File: src/rtl/awmc_actuator_drive.sv
// Washing-machine actuator driver: turns the controller's stage into interlocked valve,
// pump and motor commands with break-before-make settling, agitation, spin ramp, PWM and buzzer.
module awmc_actuator_drive #(
  parameter int AGITATE_CYC = 8,
  parameter int DEAD_CYC    = 2,
  parameter int WASH_DUTY   = 6,
  parameter int SPIN_DUTY   = 15,
  parameter int RAMP_CYC    = 4,
  parameter int BUZZ_CYC    = 4
) (
  input  logic       clk,
  input  logic       reset_n,
  input  logic [2:0] stage,
  input  logic       done,
  output logic       valve_in,
  output logic       drain_pump,
  output logic       motor_en,
  output logic       motor_dir,
  output logic       motor_pwm,
  output logic       buzzer,
  output logic       fault
);

  localparam logic [2:0] ST_FILL  = 3'b000;
  localparam logic [2:0] ST_WASH  = 3'b001;
  localparam logic [2:0] ST_RINSE = 3'b010;
  localparam logic [2:0] ST_DRAIN = 3'b011;
  localparam logic [2:0] ST_SPIN  = 3'b100;
  localparam logic [2:0] ST_BAD1  = 3'b101;
  localparam logic [2:0] ST_BAD2  = 3'b110;
  localparam logic [2:0] ST_IDLE  = 3'b111;

  localparam int PERIOD = 2 * (AGITATE_CYC + DEAD_CYC);
  localparam int PW = $clog2(PERIOD);
  localparam int SW = $clog2(DEAD_CYC + 1);
  localparam int RW = $clog2(RAMP_CYC + 1);
  localparam int BW = $clog2(BUZZ_CYC + 1);

  localparam logic [PW-1:0] POS_ZERO = PW'(0);
  localparam logic [PW-1:0] POS_ONE  = PW'(1);
  localparam logic [PW-1:0] POS_LAST = PW'(PERIOD - 1);
  localparam logic [PW-1:0] FWD_END  = PW'(AGITATE_CYC);
  localparam logic [PW-1:0] DIR_BEG  = PW'(AGITATE_CYC + 1);
  localparam logic [PW-1:0] REV_BEG  = PW'(AGITATE_CYC + DEAD_CYC);
  localparam logic [PW-1:0] REV_END  = PW'(2 * AGITATE_CYC + DEAD_CYC);
  localparam logic [SW-1:0] SET_ZERO = SW'(0);
  localparam logic [SW-1:0] SET_ONE  = SW'(1);
  localparam logic [SW-1:0] SET_LAST = SW'(DEAD_CYC - 1);
  localparam logic [RW-1:0] RAMP_ZERO = RW'(0);
  localparam logic [RW-1:0] RAMP_ONE  = RW'(1);
  localparam logic [RW-1:0] RAMP_LAST = RW'(RAMP_CYC - 1);
  localparam logic [BW-1:0] BUZZ_ZERO = BW'(0);
  localparam logic [BW-1:0] BUZZ_ONE  = BW'(1);
  localparam logic [BW-1:0] BUZZ_LAST = BW'(BUZZ_CYC - 1);
  localparam logic [3:0] WASH_D = 4'(WASH_DUTY);
  localparam logic [3:0] SPIN_D = 4'(SPIN_DUTY);

  typedef enum logic [1:0] {OFF = 2'd0, SETTLE = 2'd1, RUN = 2'd2} state_t;

  state_t        state_r;
  logic [2:0]    stage_q_r;
  logic [SW-1:0] settle_cnt_r;
  logic [PW-1:0] pos_r, pos_s;
  logic [RW-1:0] ramp_cnt_r, ramp_s;
  logic [3:0]    duty_r, duty_s, pwm_cnt_r, pwm_cnt_s;
  logic [BW-1:0] buzz_cnt_r;
  logic          done_q_r;
  logic          changed_s, illegal_s, run_entry_s, agit_en_s, agit_dir_s;
  logic          run_valve_s, run_drain_s, run_en_s, run_dir_s, run_pwm_s;
  logic [3:0]    run_duty_s;

  // Next-cycle agitation position, spin ramp and the RUN-state actuator image.
  always_comb begin
    pwm_cnt_s   = pwm_cnt_r + 4'd1;
    changed_s   = (stage != stage_q_r);
    illegal_s   = (stage == ST_BAD1) || (stage == ST_BAD2);
    run_entry_s = (state_r == SETTLE) && (settle_cnt_r == SET_ZERO) && !changed_s;
    if (run_entry_s) begin
      pos_s  = POS_ZERO;
      ramp_s = RAMP_ZERO;
      duty_s = WASH_D;
    end else begin
      pos_s = (pos_r == POS_LAST) ? POS_ZERO : pos_r + POS_ONE;
      if (ramp_cnt_r == RAMP_LAST) begin
        ramp_s = RAMP_ZERO;
        duty_s = (duty_r < SPIN_D) ? duty_r + 4'd1 : duty_r;
      end else begin
        ramp_s = ramp_cnt_r + RAMP_ONE;
        duty_s = duty_r;
      end
    end
    agit_en_s  = (pos_s < FWD_END) || ((pos_s >= REV_BEG) && (pos_s < REV_END));
    // Direction flips one cycle into each gap, so motor_en is low on both sides.
    agit_dir_s = (pos_s >= DIR_BEG) && (pos_s <= REV_END);
    run_valve_s = 1'b0;
    run_drain_s = 1'b0;
    run_en_s    = 1'b0;
    run_dir_s   = 1'b0;
    run_duty_s  = 4'd0;
    case (stage)
      ST_FILL:  run_valve_s = 1'b1;
      ST_WASH: begin
        run_en_s   = agit_en_s;
        run_dir_s  = agit_dir_s;
        run_duty_s = WASH_D;
      end
      ST_RINSE: begin
        run_valve_s = 1'b1;
        run_en_s    = agit_en_s;
        run_dir_s   = agit_dir_s;
        run_duty_s  = WASH_D;
      end
      ST_DRAIN: run_drain_s = 1'b1;
      ST_SPIN: begin
        run_drain_s = 1'b1;
        run_en_s    = 1'b1;
        run_duty_s  = duty_s;
      end
      default: run_valve_s = 1'b0;
    endcase
    run_pwm_s = run_en_s && (pwm_cnt_s < run_duty_s);
  end

  // Free-running PWM counter plus agitation and ramp bookkeeping.
  always_ff @(posedge clk or negedge reset_n) begin
    if (!reset_n) begin
      pwm_cnt_r  <= 4'd0;
      pos_r      <= POS_ZERO;
      ramp_cnt_r <= RAMP_ZERO;
      duty_r     <= 4'd0;
    end else begin
      pwm_cnt_r  <= pwm_cnt_s;
      pos_r      <= pos_s;
      ramp_cnt_r <= ramp_s;
      duty_r     <= duty_s;
    end
  end

  // Stage-change FSM with break-before-make settling and registered actuators.
  always_ff @(posedge clk or negedge reset_n) begin
    if (!reset_n) begin
      state_r      <= OFF;
      stage_q_r    <= ST_IDLE;
      settle_cnt_r <= SET_ZERO;
      valve_in     <= 1'b0;
      drain_pump   <= 1'b0;
      motor_en     <= 1'b0;
      motor_dir    <= 1'b0;
      motor_pwm    <= 1'b0;
    end else begin
      stage_q_r <= stage;
      if (changed_s) begin
        state_r      <= SETTLE;
        settle_cnt_r <= SET_LAST;
        valve_in     <= 1'b0;
        drain_pump   <= 1'b0;
        motor_en     <= 1'b0;
        motor_pwm    <= 1'b0;
      end else begin
        case (state_r)
          SETTLE: begin
            // Direction is parked at forward while the motor is guaranteed off.
            motor_dir <= 1'b0;
            if (settle_cnt_r != SET_ZERO) begin
              settle_cnt_r <= settle_cnt_r - SET_ONE;
            end else if ((stage == ST_IDLE) || illegal_s) begin
              state_r <= OFF;
            end else begin
              state_r    <= RUN;
              valve_in   <= run_valve_s;
              drain_pump <= run_drain_s;
              motor_en   <= run_en_s;
              motor_dir  <= run_dir_s;
              motor_pwm  <= run_pwm_s;
            end
          end
          RUN: begin
            valve_in   <= run_valve_s;
            drain_pump <= run_drain_s;
            motor_en   <= run_en_s;
            motor_dir  <= run_dir_s;
            motor_pwm  <= run_pwm_s;
          end
          default: begin
            state_r    <= OFF;
            valve_in   <= 1'b0;
            drain_pump <= 1'b0;
            motor_en   <= 1'b0;
            motor_dir  <= 1'b0;
            motor_pwm  <= 1'b0;
          end
        endcase
      end
    end
  end

  // End-of-cycle buzzer pulse and sticky illegal-stage flag.
  always_ff @(posedge clk or negedge reset_n) begin
    if (!reset_n) begin
      done_q_r   <= 1'b0;
      buzz_cnt_r <= BUZZ_ZERO;
      buzzer     <= 1'b0;
      fault      <= 1'b0;
    end else begin
      done_q_r <= done;
      fault    <= fault || illegal_s;
      if (done && !done_q_r) begin
        buzz_cnt_r <= BUZZ_LAST;
        buzzer     <= 1'b1;
      end else if (buzz_cnt_r != BUZZ_ZERO) begin
        buzz_cnt_r <= buzz_cnt_r - BUZZ_ONE;
        buzzer     <= 1'b1;
      end else begin
        buzzer <= 1'b0;
      end
    end
  end

endmodule

File: config.mk
export PLATFORM = sky130hd
export DESIGN_NAME = awmc_actuator_drive
export DESIGN_NICKNAME = d
export VERILOG_FILES = /design/src/rtl/awmc_actuator_drive.sv
export SDC_FILE = /design/constraint.sdc
export NUM_CORES = 1
export LEC_CHECK = 0
export CORE_MARGIN = 1.5
export CORE_UTILIZATION = 60
export DETAILED_ROUTE_END_ITERATION = 10
export GPL_TIMING_DRIVEN = 0
export PLACE_DENSITY = 0.81
export SLEW_MARGIN = 0
export SYNTH_ARGS = -nofsm -noshare
export SYNTH_HDL_FRONTEND = slang
export SYNTH_SLANG_ARGS = --single-unit
File: constraint.sdc
create_clock -name clk -period 6.9 [get_ports clk]
set_input_delay 1.38 -clock clk [delete_from_list [all_inputs] [get_ports clk]]
set_output_delay 1.38 -clock clk [all_outputs]
set_load 0.05 [all_outputs]
==> reports/qor.yml, run 1 <==
status:
  status: "complete, no violations"
sta:
  finalHoldViolations: 0
  fmax_mhz: 276
  worst_hold_slack_ns: 0.448
  tightest_slew_ns: 0.712
  slew_violations: 0
  finalWorstPathRequiredPeriod_ns: 3.63
  fin_tns_setup_ns: 0
  timing.slew.headroom_pct: 52.5
  setup_viol: 0
  fin_skew_ns: 0.00828
  min_period_over_period_pct: 52.6
  rsz0062_at_grt: "false"
  setup_ws_ns: 3.27
global_routing:
  antenna_found_initial: 0
  grt_pass1_wl_microns: 5430
  overflow: 0
  grt_usage_pct: 20.8
  grt_max_degree: 35
  grt_pass1_vias: 1312
yosys:
  synth_most_common_cell: "dfrtp_1"
  synth_area_per_cell_sq_um: 10.5
  ys_async_sr_fraction_pct: 100
  synth_area_sq_mm: 0.00184
  synth_nets: 193
  synth-seq-area-share_pct: 46.3
  synthTopCellsByArea: "dfrtp_1, ha_1, dfstp_2"
  synth_edf_count: 0
  synth.ff_latch_count: 34
  synth_top_area_share_pct: 42.1
  synth_warnings: 0
  synth_commonest_cells: "dfrtp_1, nor2_1, ha_1"
  synth-main-ff-cell: "dfrtp_1"
  yosysTopAreaCell: "dfrtp_1"
  synth_cell_types: 49
  syn_inst: 175
floorplanning:
  ios: 13
  initial_core_util_pct: 65.2
  rows: 19
  die_h_microns: 58.4
  core-area_sq_mm: 0.00283
  dieArea_sq_mm: 0.00342
  die_w_microns: 58.4
detailed_routing:
  vias_per_cell: 5.86
  antenna_left: 0
  vias: 1325
  post_drt_wl_per_cell_microns: 14.5
  drc: 0
  drtIter0Drc: 58
  dr.pass1.iters: 5
  drt-total-wl_microns: 3270
cts:
  worstSkewPairLatency_ns: 0.32
  cts_max_path_buffers: 2
  ctsResizeCount: 0
  cts.sinks: 34
  cts-root-buf: "clkbuf_4"
  postCtsHoldBufs: 0
  htreeDepth: 2
  postCtsSetupBuffers: 0
  cts_buffers: 5
  clk_pin_slew_worst_paths_ns: 0.11
  cts_tree: "yes"
power_and_ir_drop:
  powerDensity_mw_per_mm2: 316
  p_leak_nw: 0.920
  vdd_drop_max_uv: 157
setup_path:
  worst_setup_path_start_kind: "input pin"
  worstPathMaxFanout: 7
  critPathCaptureType: "flop"
  reg2reg_slack_ns: 4.18
  crit_required_ns: 7.16
  critPathArrivalTime_ns: 3.89
  critPathKind: "in2reg"
placed_design:
  placed_cell_area_sq_mm: 0.00200
  place_inst: 218
  dp_slack_ns: 2.94
  dp_hpwl_microns: 2450
  globalplace.congestion: 0.797
  port-buffer-count: 12
min_path:
  min_path_type: "reg2reg"
cells_and_area:
  drive_gt1_share_pct: 14.4
  antenna_cells: 0
  layout.nets: 212
  fin_cells: 226
  area_delta_synth_final_pct: 11.6
  fill_cells: 206
  design_area_sq_mm: 0.00206
job:
  maxCapViolations: 0
-- cells in the final DEF, fill, tap and decap left out, types with 2 or more instances in the layout --
master | Yosys | routed
clkdlybuf4s50_1 | 0 | 11
inv_1 | 8 | 8
clkbuf_4 | 0 | 5
nor4_1 | 2 | 2
nor3b_1 | 3 | 3
dfstp_2 | 3 | 3
dfrtp_1 | 31 | 31
and3_1 | 3 | 3
xor2_1 | 4 | 4
nor2_1 | 15 | 15
buf_2 | 2 | 3
nor3_1 | 3 | 3
nand2b_1 | 4 | 4
o21ai_1 | 2 | 2
clkbuf_1 | 1 | 2
xnor2_1 | 6 | 6
o211ai_1 | 2 | 2
ha_1 | 12 | 12
o21ai_0 | 3 | 3
a22oi_1 | 2 | 2
nand2_1 | 11 | 11
nor2b_1 | 11 | 11
o21a_1 | 4 | 4
nand3_1 | 4 | 4
o22ai_1 | 2 | 2
mux2_2 | 2 | 2
buf_6 | 2 | 2
a21oi_1 | 10 | 10
-- routing by layer --
| metal | global-route usage, % | share of wire (%) |
|---|---|---|
| met5 | 0 | 0 |
| met4 | 7.64 | 0.82 |
| met3 | 4.62 | 3.3 |
| met2 | 37.7 | 50 |
| met1 | 23.9 | 46 |
-- worst max-delay path: stages --
cell             delay, ns
clkdlybuf4s50_1       0.48
buf_2                 0.19
xnor2_1               0.15
and4b_4               0.31
a211o_1               0.14
a21oi_1               0.07
o21a_1                0.19
ha_1                  0.19
nor4_1                0.28
nand2_1               0.10
o32ai_2               0.23
a32o_1                0.19
-- through the flow --
stage,power [mW],util [%]
after detailed placement,0.541,70.6
after floorplan,0.478,-
after global placement,0.519,70.8
after global routing,0.694,72.8
final,0.651,72.8
after CTS,0.654,72.8
-- kinds of logic (layout without fill, tap and decap cells) --
logic type	count (synthesis)	in the layout	share of synthesized area (%)
muxes	3	3	1.76
xor gates and xnor gates	10	10	4.75
and+or+nand+nor	61	61	17.8
DFF	34	34	46.3
AOI/OAI and AO/OA	41	41	17.2
buffers and inverters	14	34	4.00
adders and majority gates	12	12	8.14
-- worst paths after layout --
path | startpoint | end | depth (start not counted)
setup / recovery | stage[1] | motor_pwm | 12
hold / removal | ramp_cnt_r[0] | ramp_cnt_r[0] | 1
setup reg to reg | state_r[1] | motor_pwm | 12
hold reg to reg | ramp_cnt_r[0] | ramp_cnt_r[0] | 1
max in group asynchronous | reset_n | motor_dir | 1
min in group asynchronous | reset_n | pwm_cnt_r[3] | 1
-- final cells by class --
cell class,instances,area [sq um],share of cell area (%)
repair buffers,12,115,5.59
clock buffers,7,55.1,2.67
plain buffers,6,43.8,2.13
well taps,31,38.8,1.88
clock inverters,1,5.00,0.243
flip-flops and latches,34,855,41.5
inverters,8,30.0,1.46
multi-input cells,127,916,44.5
-- sequential cells by signal (all words and copies together), names as in the netlist, 2 cells and up --
name / flops
pos_r: 5
stage_q_r: 3
buzz_cnt_r: 3
ramp_cnt_r: 3
pwm_cnt_r: 4
settle_cnt_r: 2
duty_r: 4
state_r: 2
-- where the power goes --
part           leakage, nW  switching (mW)  internal (mW)
logic                0.474           0.138          0.117
registers            0.411          0.0403          0.244
clock network       0.0353          0.0630         0.0494
total                0.920           0.241          0.410
No activity file was read; power rests on OpenSTA's default activity.
==> run 2: changes to the inputs <==
CORE_UTILIZATION = 58   (was 60)
PLACE_DENSITY = 0.79   (was 0.81)
clock period = 3.4 ns   (was 6.9 ns; I/O delays follow)
==> run 2 against run 1 <==
Net effect: setup slack lost 2.8 ns; non-clock buffer count is the same; highest routed layer unchanged; final cell count grew 5.8%; critical endpoint unchanged; hold slack lost 0.050 ns.
==> reports/qor.yml, run 2 (synthesis results as in run 1) <==
global_routing:
  grt_pass1_wl_microns: 5860  # +7.9%
  grt_usage_pct: 22.7  # +1.8 points
  antenna_found_initial: 0  # unchanged
  grt_max_degree: 35  # unchanged
  overflow: 0  # unchanged
  grt_pass1_vias: 1315  # +0.23%
sta:
  min_period_over_period_pct: 87.1
  slew_violations: 0  # unchanged
  worst_hold_slack_ns: 0.399  # -0.0496 ns
  fin_tns_setup_ns: 0  # unchanged
  setup_viol: 0  # unchanged
  rsz0062_at_grt: "false"
  fmax_mhz: 338
  finalHoldViolations: 0  # unchanged
  timing.slew.headroom_pct: 52.0  # -0.52 points
  finalWorstPathRequiredPeriod_ns: 2.96
  tightest_slew_ns: 0.720  # +0.00777 ns
  fin_skew_ns: 0.00193  # -0.00634 ns
  setup_ws_ns: 0.440  # -2.83 ns
placed_design:
  place_inst: 231  # +6.0%
  dp_hpwl_microns: 2540  # +3.6%
  dp_slack_ns: 0.0956  # -2.85 ns
  globalplace.congestion: 0.773  # -3.1%
  placed_cell_area_sq_mm: 0.00201  # +0.81%
  port-buffer-count: 12  # unchanged
cts:
  postCtsSetupBuffers: 0  # unchanged
  postCtsHoldBufs: 0  # unchanged
  htreeDepth: 2  # unchanged
  cts-root-buf: "clkbuf_4"
  cts_tree: "yes"
  worstSkewPairLatency_ns: 0.32  # about the same
  cts_buffers: 5  # unchanged
  cts_max_path_buffers: 2  # unchanged
  ctsResizeCount: 0  # unchanged
  cts.sinks: 34  # unchanged
  clk_pin_slew_worst_paths_ns: 0.10  # about the same
detailed_routing:
  vias_per_cell: 5.62  # -4.1%
  drtIter0Drc: 63  # +8.6%
  post_drt_wl_per_cell_microns: 14.3  # -1.3%
  drc: 0  # unchanged
  dr.pass1.iters: 5  # unchanged
  vias: 1344  # +1.4%
  drt-total-wl_microns: 3420  # +4.4%
  antenna_left: 0  # unchanged
floorplanning:
  dieArea_sq_mm: 0.00353  # +3.3%
  die_h_microns: 59.4  # +1.6%
  initial_core_util_pct: 60.9  # -4.3 points
  die_w_microns: 59.4  # +1.6%
  core-area_sq_mm: 0.00303  # +7.0%
  rows: 20  # +1
  ios: 13  # unchanged
power_and_ir_drop:
  vdd_drop_max_uv: 410  # +160%
  powerDensity_mw_per_mm2: 652  # +110%
  seqPwrFrac_pct: 42.4  # -1.3 points
  comb_power_share_pct: 38.0  # -1.0 points
  switchingPower_uw: 492  # +100%
  power.total_mw: 1.36  # +110%
  p_leak_nw: 0.929  # +1.0%
  sw_frac_of_total_pct: 36.0  # -0.98 points
  p_clk_share_pct: 19.7  # +2.4 points
  intPower_uw: 873  # +110%
cells_and_area:
  top_register: "pos_r"
  area_delta_synth_final_pct: 13.5
  top_regs: "pos_r: 5 flops, duty_r: 4 flops, pwm_cnt_r: 4 flops"
  final_common_cell: "dfrtp_1"
  utilization_pct: 69.1  # -3.6 points
  design_area_sq_mm: 0.00209  # +1.7%
  layout.nets: 212  # unchanged
  antenna_cells: 0  # unchanged
  final_cell_mix: "dfrtp_1, nor2_1, ha_1"
  largest_register_ffs: 5  # unchanged
  drive_gt1_share_pct: 14.9  # +0.51 points
  fin_cells: 239  # +5.8%
setup_path:
  critPathKind: "in2reg"
  cp_slowest_cell: "clkdlybuf4s50_1"
  critPathArrivalTime_ns: 3.23  # -0.66 ns
  critPathCaptureType: "flop"
  worst_setup_path_start_kind: "input pin"
  path_cells: "clkdlybuf4s50_1 -> buf_4 -> xnor2_1 -> and4b_4 -> a211o_1 -> a21oi_1 -> o21a_1 -> ha_1 -> nor4_1 -> nand2_1 -> o32ai_2 -> a32o_1"
  crit_required_ns: 3.67  # -3.49 ns
  cp_top_family: "compound AO/OA/AOI/OAI gates"
  crit_path_max_incr_delay_ns: 0.43  # -0.05 ns
  worstPathMaxFanout: 9  # +2
  cp.depth: 12  # unchanged
  crit_buf_inv: 2  # unchanged
  r2r_cells: 12  # unchanged
status:
  status: "complete, no violations"
min_path:
  min_path_type: "in2async"
job:
  maxCapViolations: 0  # unchanged
-- run 2: worst paths after layout --
| path | startpoint | to | slack [ns] |
|---|---|---|---|
| setup / recovery | stage[2] | motor_pwm | 0.44 |
| hold / removal | reset_n | buzz_cnt_r[1] | 0.40 |
| setup reg to reg | settle_cnt_r[0] | motor_pwm | 0.70 |
| hold reg to reg | ramp_cnt_r[0] | ramp_cnt_r[0] | 0.45 |
| max in group asynchronous | reset_n | pos_r[4] | 2.55 |
| min in group clk | ramp_cnt_r[0] | ramp_cnt_r[0] | 0.45 |
-- run 2: power by group through the flow --
| stage | clock [mW] | sequential [mW] | combinational [mW] |
|---|---|---|---|
| final | 0.268 | 0.578 | 0.518 |
| after global routing | 0.291 | 0.592 | 0.581 |
| after CTS | 0.280 | 0.578 | 0.519 |
| after detailed placement | 0 | 0.586 | 0.513 |
| after global placement | 0 | 0.574 | 0.485 |
| after floorplan | 0 | 0.578 | 0.392 |
-- run 2: layout make-up --
type | count | area (sq um)
inverters | 8 | 30.0
flip-flops and latches | 34 | 855
plain buffers | 6 | 43.8
repair buffers | 12 | 115
fillers | 230 | 935
clock buffers | 8 | 78.8
well taps | 44 | 55.1
multi-input cells | 127 | 916
-- run 2: per-layer routing --
| metal | GRT usage (%) | wire length (microns) | vias up |
|---|---|---|---|
| met5 | 0 | 0 | - |
| met4 | 6.82 | 32 | 0 |
| li1 | - | - | 664 |
| met2 | 38.0 | 1780 | 22 |
| met3 | 5.90 | 128 | 4 |
| met1 | 28.7 | 1480 | 654 |
==> RTL change 1, RTL diff (settings of run 1) <==
The parameter `SPIN_DUTY` goes from 15 to 7.
--- a/src/rtl/awmc_actuator_drive.sv
+++ b/src/rtl/awmc_actuator_drive.sv
@@ -4,7 +4,7 @@
   parameter int AGITATE_CYC = 8,
   parameter int DEAD_CYC    = 2,
   parameter int WASH_DUTY   = 6,
-  parameter int SPIN_DUTY   = 15,
+  parameter int SPIN_DUTY   = 7,
   parameter int RAMP_CYC    = 4,
   parameter int BUZZ_CYC    = 4
 ) (
Behaviour: same outputs for any inputs over 10 cycles, from zero or initial values and one cycle with reset_n low; that may be too few to reach the edited logic, so the function may still have changed.
==> RTL change 1 against run 1 <==
- worst setup slack worse by 16 ps
- synthesized cell count is 3.4% lower
- sequential cell count stayed put
- cell area is 1.8% lower
- synthesized area is 3.1% lower
- critical path depth is 1 lower
- power is 0.95% higher
- routed wire length is 0.61% higher
==> RTL change 1: results <==
set metrics [dict create \
    first_iter_violations 53 \
    fill_cells 194 \
    synthCells 169 \
    dpl-instance-area_um2 1942 \
    grt_use_met3_pct 6.349 \
    drive_above_1_share_pct 12.17 \
    timing.rr.start "stage_q_r[1]" \
    wirelength_mm 3.293 \
    dp_cells 212 \
    synthTopCellsByArea "dfrtp_1 (43%), ha_1 (8.4%), dfstp_2 (4.4%), xnor2_1 (3.9%), nand2_1 (2.9%)" \
    grt_pass1_vias 1307 \
    drtPass1Iterations 4 \
    met2_usage_pct 37.82 \
    grt_pass1_wl_mm 5.761 \
    worstRegToRegCells 10 \
    status "complete, no violations" \
    clk_latency_ps 340 \
    maxSlewHeadroom_pct 50.99 \
    leakage_nw 0.9039 \
    grt_max_degree 35 \
    synth_common_cells "dfrtp_1 (31), nand2_1 (14), ha_1 (12), inv_1 (9), nor2_1 (9)" \
    fin_worst_skew_ps 14.94 \
    synth.yosys.seq_area_share_pct 47.80 \
    nets 206 \
    place_congestion 0.8620 \
    synthesis.nets 187 \
    use_met1_pct 28.38 \
    root_buffer "clkbuf_4" \
    critPathArrivalTime_ps 3930 \
    synth.distinct_cells 45 \
    hpwlAfterDp_mm 2.327 \
    grt_usage_pct 23.02 \
    place_ws_ps 2890 \
    routedWlPerCell_um 14.97 \
    reg2reg_slack_ps 4440 \
    ir_drop_mv 0.2565 \
    vias_per_cell 5.741 \
]
-- RTL change 1: cell types whose count changed in the layout (fill, tap and decap cells not counted), sizes merged, moves of 3 or more --
cell,change
a21oi,-5
nand2,+3
buf,-3
and2,+3
o21a,-3
nor2b,-6
nor3,+4
nor2,-5
-- RTL change 1: worst max path at each step --
stage | startpoint | to | slack (ps) | cells after the start
4_1_cts | stage[0] | motor_pwm | 3250 | 11
2_1_floorplan | stage[2] | motor_pwm | 3740 | 11
3_5_place_dp | stage[0] | motor_pwm | 2890 | 11
6_report | stage[0] | motor_pwm | 3250 | 11
3_3_place_gp | stage[0] | motor_pwm | 2970 | 11
5_1_grt | stage[0] | motor_pwm | 3040 | 11
-- RTL change 1: area by class of cell --
class                      instances  area share, %
multi-input combinational        123          43.53
timing repair buffer              12          5.697
tap                               31          1.920
inverter                           9          1.672
clock buffer                       8          3.901
buffer                             3         0.9907
sequential                        34          42.29
-- RTL change 1: layer usage --
metal  vias to the layer above  routed length (um)
met3                         6                 125
met4                         0                  51
met2                        28                1600
met5                         -                   0
li1                        627                   -
met1                       602                1516
-- RTL change 1: logic make-up (layout without fill, tap and decap cells) --
| kind of cell | Yosys count | in the layout | synth area share (%) |
|---|---|---|---|
| multiplexers | 4 | 4 | 2.449 |
| AO/OA/AOI/OAI | 33 | 33 | 13.09 |
| buffers and inverters | 12 | 32 | 3.008 |
| AND/OR/NAND/NOR | 60 | 60 | 18.40 |
| adder cells (fa/ha/maj) | 12 | 12 | 8.397 |
| flip-flops | 34 | 34 | 47.80 |
| XOR/XNOR | 14 | 14 | 6.858 |
-- RTL change 1: through the flow --
step / util, % / hold WS, ps / power, mW
2_1_floorplan: - / 419.2 / 0.4608
3_3_place_gp: 70.00 / 432.6 / 0.5012
3_5_place_dp: 69.82 / 445.4 / 0.5203
4_1_cts: 72.65 / 475.7 / 0.6599
5_1_grt: 72.65 / 485.3 / 0.7011
6_report: 72.65 / 471.5 / 0.6575
-- RTL change 1: worst max-delay path: stages --
cell and delay (ps):
clkdlybuf4s50_1 630, xor2_1 150, nor3_2 310, nand3_1 210, nand2_1 130, a21o_1 110, a21oi_1 70, ha_1 310
a21o_1 190, a221oi_1 240, a32o_1 200
-- RTL change 1: report_power, final --
part           internal (mW)  leakage (nW)  total [mW]  switching, mW
clock                 0.0696        0.0446       0.136         0.0664
combinational          0.113         0.455       0.251          0.137
sequential             0.240         0.404       0.271         0.0314
total                  0.422         0.904       0.658          0.235
==> RTL change 2, RTL diff (settings of run 1) <==
Made on the original files. Register the inputs `stage` and `done` before use. The logic sees them one clock later. Comments in the files are not updated.
--- a/src/rtl/awmc_actuator_drive.sv
+++ b/src/rtl/awmc_actuator_drive.sv
@@ -57,6 +57,14 @@
 
   typedef enum logic [1:0] {OFF = 2'd0, SETTLE = 2'd1, RUN = 2'd2} state_t;
 
+  logic [2:0] stage_q;
+  logic done_q;
+
+  always_ff @(posedge clk) begin
+    stage_q <= stage;
+    done_q  <= done;
+  end
+
   state_t        state_r;
   logic [2:0]    stage_q_r;
   logic [SW-1:0] settle_cnt_r;
@@ -72,8 +80,8 @@
   // Next-cycle agitation position, spin ramp and the RUN-state actuator image.
   always_comb begin
     pwm_cnt_s   = pwm_cnt_r + 4'd1;
-    changed_s   = (stage != stage_q_r);
-    illegal_s   = (stage == ST_BAD1) || (stage == ST_BAD2);
+    changed_s   = (stage_q != stage_q_r);
+    illegal_s   = (stage_q == ST_BAD1) || (stage_q == ST_BAD2);
     run_entry_s = (state_r == SETTLE) && (settle_cnt_r == SET_ZERO) && !changed_s;
     if (run_entry_s) begin
       pos_s  = POS_ZERO;
@@ -97,7 +105,7 @@
     run_en_s    = 1'b0;
     run_dir_s   = 1'b0;
     run_duty_s  = 4'd0;
-    case (stage)
+    case (stage_q)
       ST_FILL:  run_valve_s = 1'b1;
       ST_WASH: begin
         run_en_s   = agit_en_s;
@@ -148,7 +156,7 @@
       motor_dir    <= 1'b0;
       motor_pwm    <= 1'b0;
     end else begin
-      stage_q_r <= stage;
+      stage_q_r <= stage_q;
       if (changed_s) begin
         state_r      <= SETTLE;
         settle_cnt_r <= SET_LAST;
@@ -163,7 +171,7 @@
             motor_dir <= 1'b0;
             if (settle_cnt_r != SET_ZERO) begin
               settle_cnt_r <= settle_cnt_r - SET_ONE;
-            end else if ((stage == ST_IDLE) || illegal_s) begin
+            end else if ((stage_q == ST_IDLE) || illegal_s) begin
               state_r <= OFF;
             end else begin
               state_r    <= RUN;
@@ -202,9 +210,9 @@
       buzzer     <= 1'b0;
       fault      <= 1'b0;
     end else begin
-      done_q_r <= done;
+      done_q_r <= done_q;
       fault    <= fault || illegal_s;
-      if (done && !done_q_r) begin
+      if (done_q && !done_q_r) begin
         buzz_cnt_r <= BUZZ_LAST;
         buzzer     <= 1'b1;
       end else if (buzz_cnt_r != BUZZ_ZERO) begin
Check against the original RTL: not equivalent (a bounded check fails within 4 cycles, from zero or initial values and one cycle with reset_n low).
==> RTL change 2 against run 1 <==
- clock skew down 0.53 ps
- power up 5.0%
- non-clock buffer count down 2
- critical path type is now reg -> out
- synthesized area up 1.2%
- critical path depth down 11
- die area up 1.2%
- register-to-register slack better by 160 ps
- cell area up 2.1%
- sequential cell count up 4
- worst setup slack better by 740 ps
- final cell count up 2.2%
- routed wire length down 1.4%
==> RTL change 2: results <==
set metrics [dict create \
    clk_latency_ps 340 \
    synthesis.nets 196 \
    dpl-instance-area_um2 2023 \
    drive_above_1_share_pct 12.12 \
    crit_start "motor_pwm" \
    critPathTopFamily "buffers and inverters" \
    grt_pass1_wl_mm 5.816 \
    wl_met2_mm 1.650 \
    dp_cells 223 \
    drt-met1-wl_mm 1.425 \
    fin_hold_ws_ps 313.4 \
    cts-buffers-inserted 5 \
    synth.yosys.seq_area_share_pct 50.07 \
    synth.distinct_cells 46 \
    timing.rr.start "stage_q_r[1]" \
    status "complete, no violations" \
    syn_area_per_cell_um2 10.49 \
    p_comb_share_pct 36.3 \
    hpwlAfterDp_mm 2.448 \
    fill_cells 222 \
    cap_violations 0 \
    routedWlPerCell_um 13.97 \
    leakage_nw 0.9343 \
    maxSlewHeadroom_pct 51.33 \
    vias_per_cell 5.818 \
    hp-class "reg -> reg" \
    swShare_pct 35.13 \
    synthTopCellsByArea "dfrtp_1 (42%), ha_1 (8.0%), dfxtp_1 (4.3%), dfstp_2 (4.2%), a21oi_1 (3.5%)" \
    fin_ws_ps 4008 \
    instances_no_fill 231 \
    fin_worst_skew_ps 7.745 \
    place_ws_ps 4363 \
    worstRegToRegCells 10 \
    min_from "stage_q[0]" \
    drtPass1Iterations 4 \
    critPathArrivalTime_ps 1510 \
    reg2reg_slack_ps 4340 \
    synth_common_cells "dfrtp_1 (31), a21oi_1 (13), ha_1 (12), inv_1 (12)" \
    ir_drop_mv 0.1692 \
    min_to "stage_q_r[0]" \
    grt_usage_pct 22.98 \
    min_path_cells 0 \
    worstPathMaxFanout 2 \
    grt_pass1_vias 1399 \
    clockPowerShare_pct 20.0 \
    p_int_uw 443.5 \
    first_iter_violations 50 \
    async_flop_share_pct 89.47 \
    worstSetupEndpoint "motor_pwm" \
    wl_met3_um 123 \
    place_congestion 0.7878 \
]
RTL change 2: per-layer routing:
metal,up-vias,GRT usage (%)
li1,666,-
met1,644,25.98
met2,31,37.94
met3,3,8.571
met4,0,11.69
met5,-,0
RTL change 2: logic make-up after synthesis:
group | count (synthesis) | share of synthesized area (%)
adders and majority gates | 12 | 8.043
and+or+nand+nor | 60 | 18.10
AOI/OAI and AO/OA | 39 | 13.74
muxes | 3 | 1.743
xor gates and xnor gates | 10 | 4.692
DFF | 38 | 50.07
buffers and inverters | 16 | 3.619
RTL change 2: cell type report:
class,instances,area (um^2),area share (%)
timing repair buffer,12,115.1,5.476
inverter,12,45.04,2.143
buffer,4,22.52,1.071
sequential,38,934.6,44.46
tap,33,41.29,1.964
multi-input combinational,124,864.6,41.13
clock buffer,8,78.83,3.750
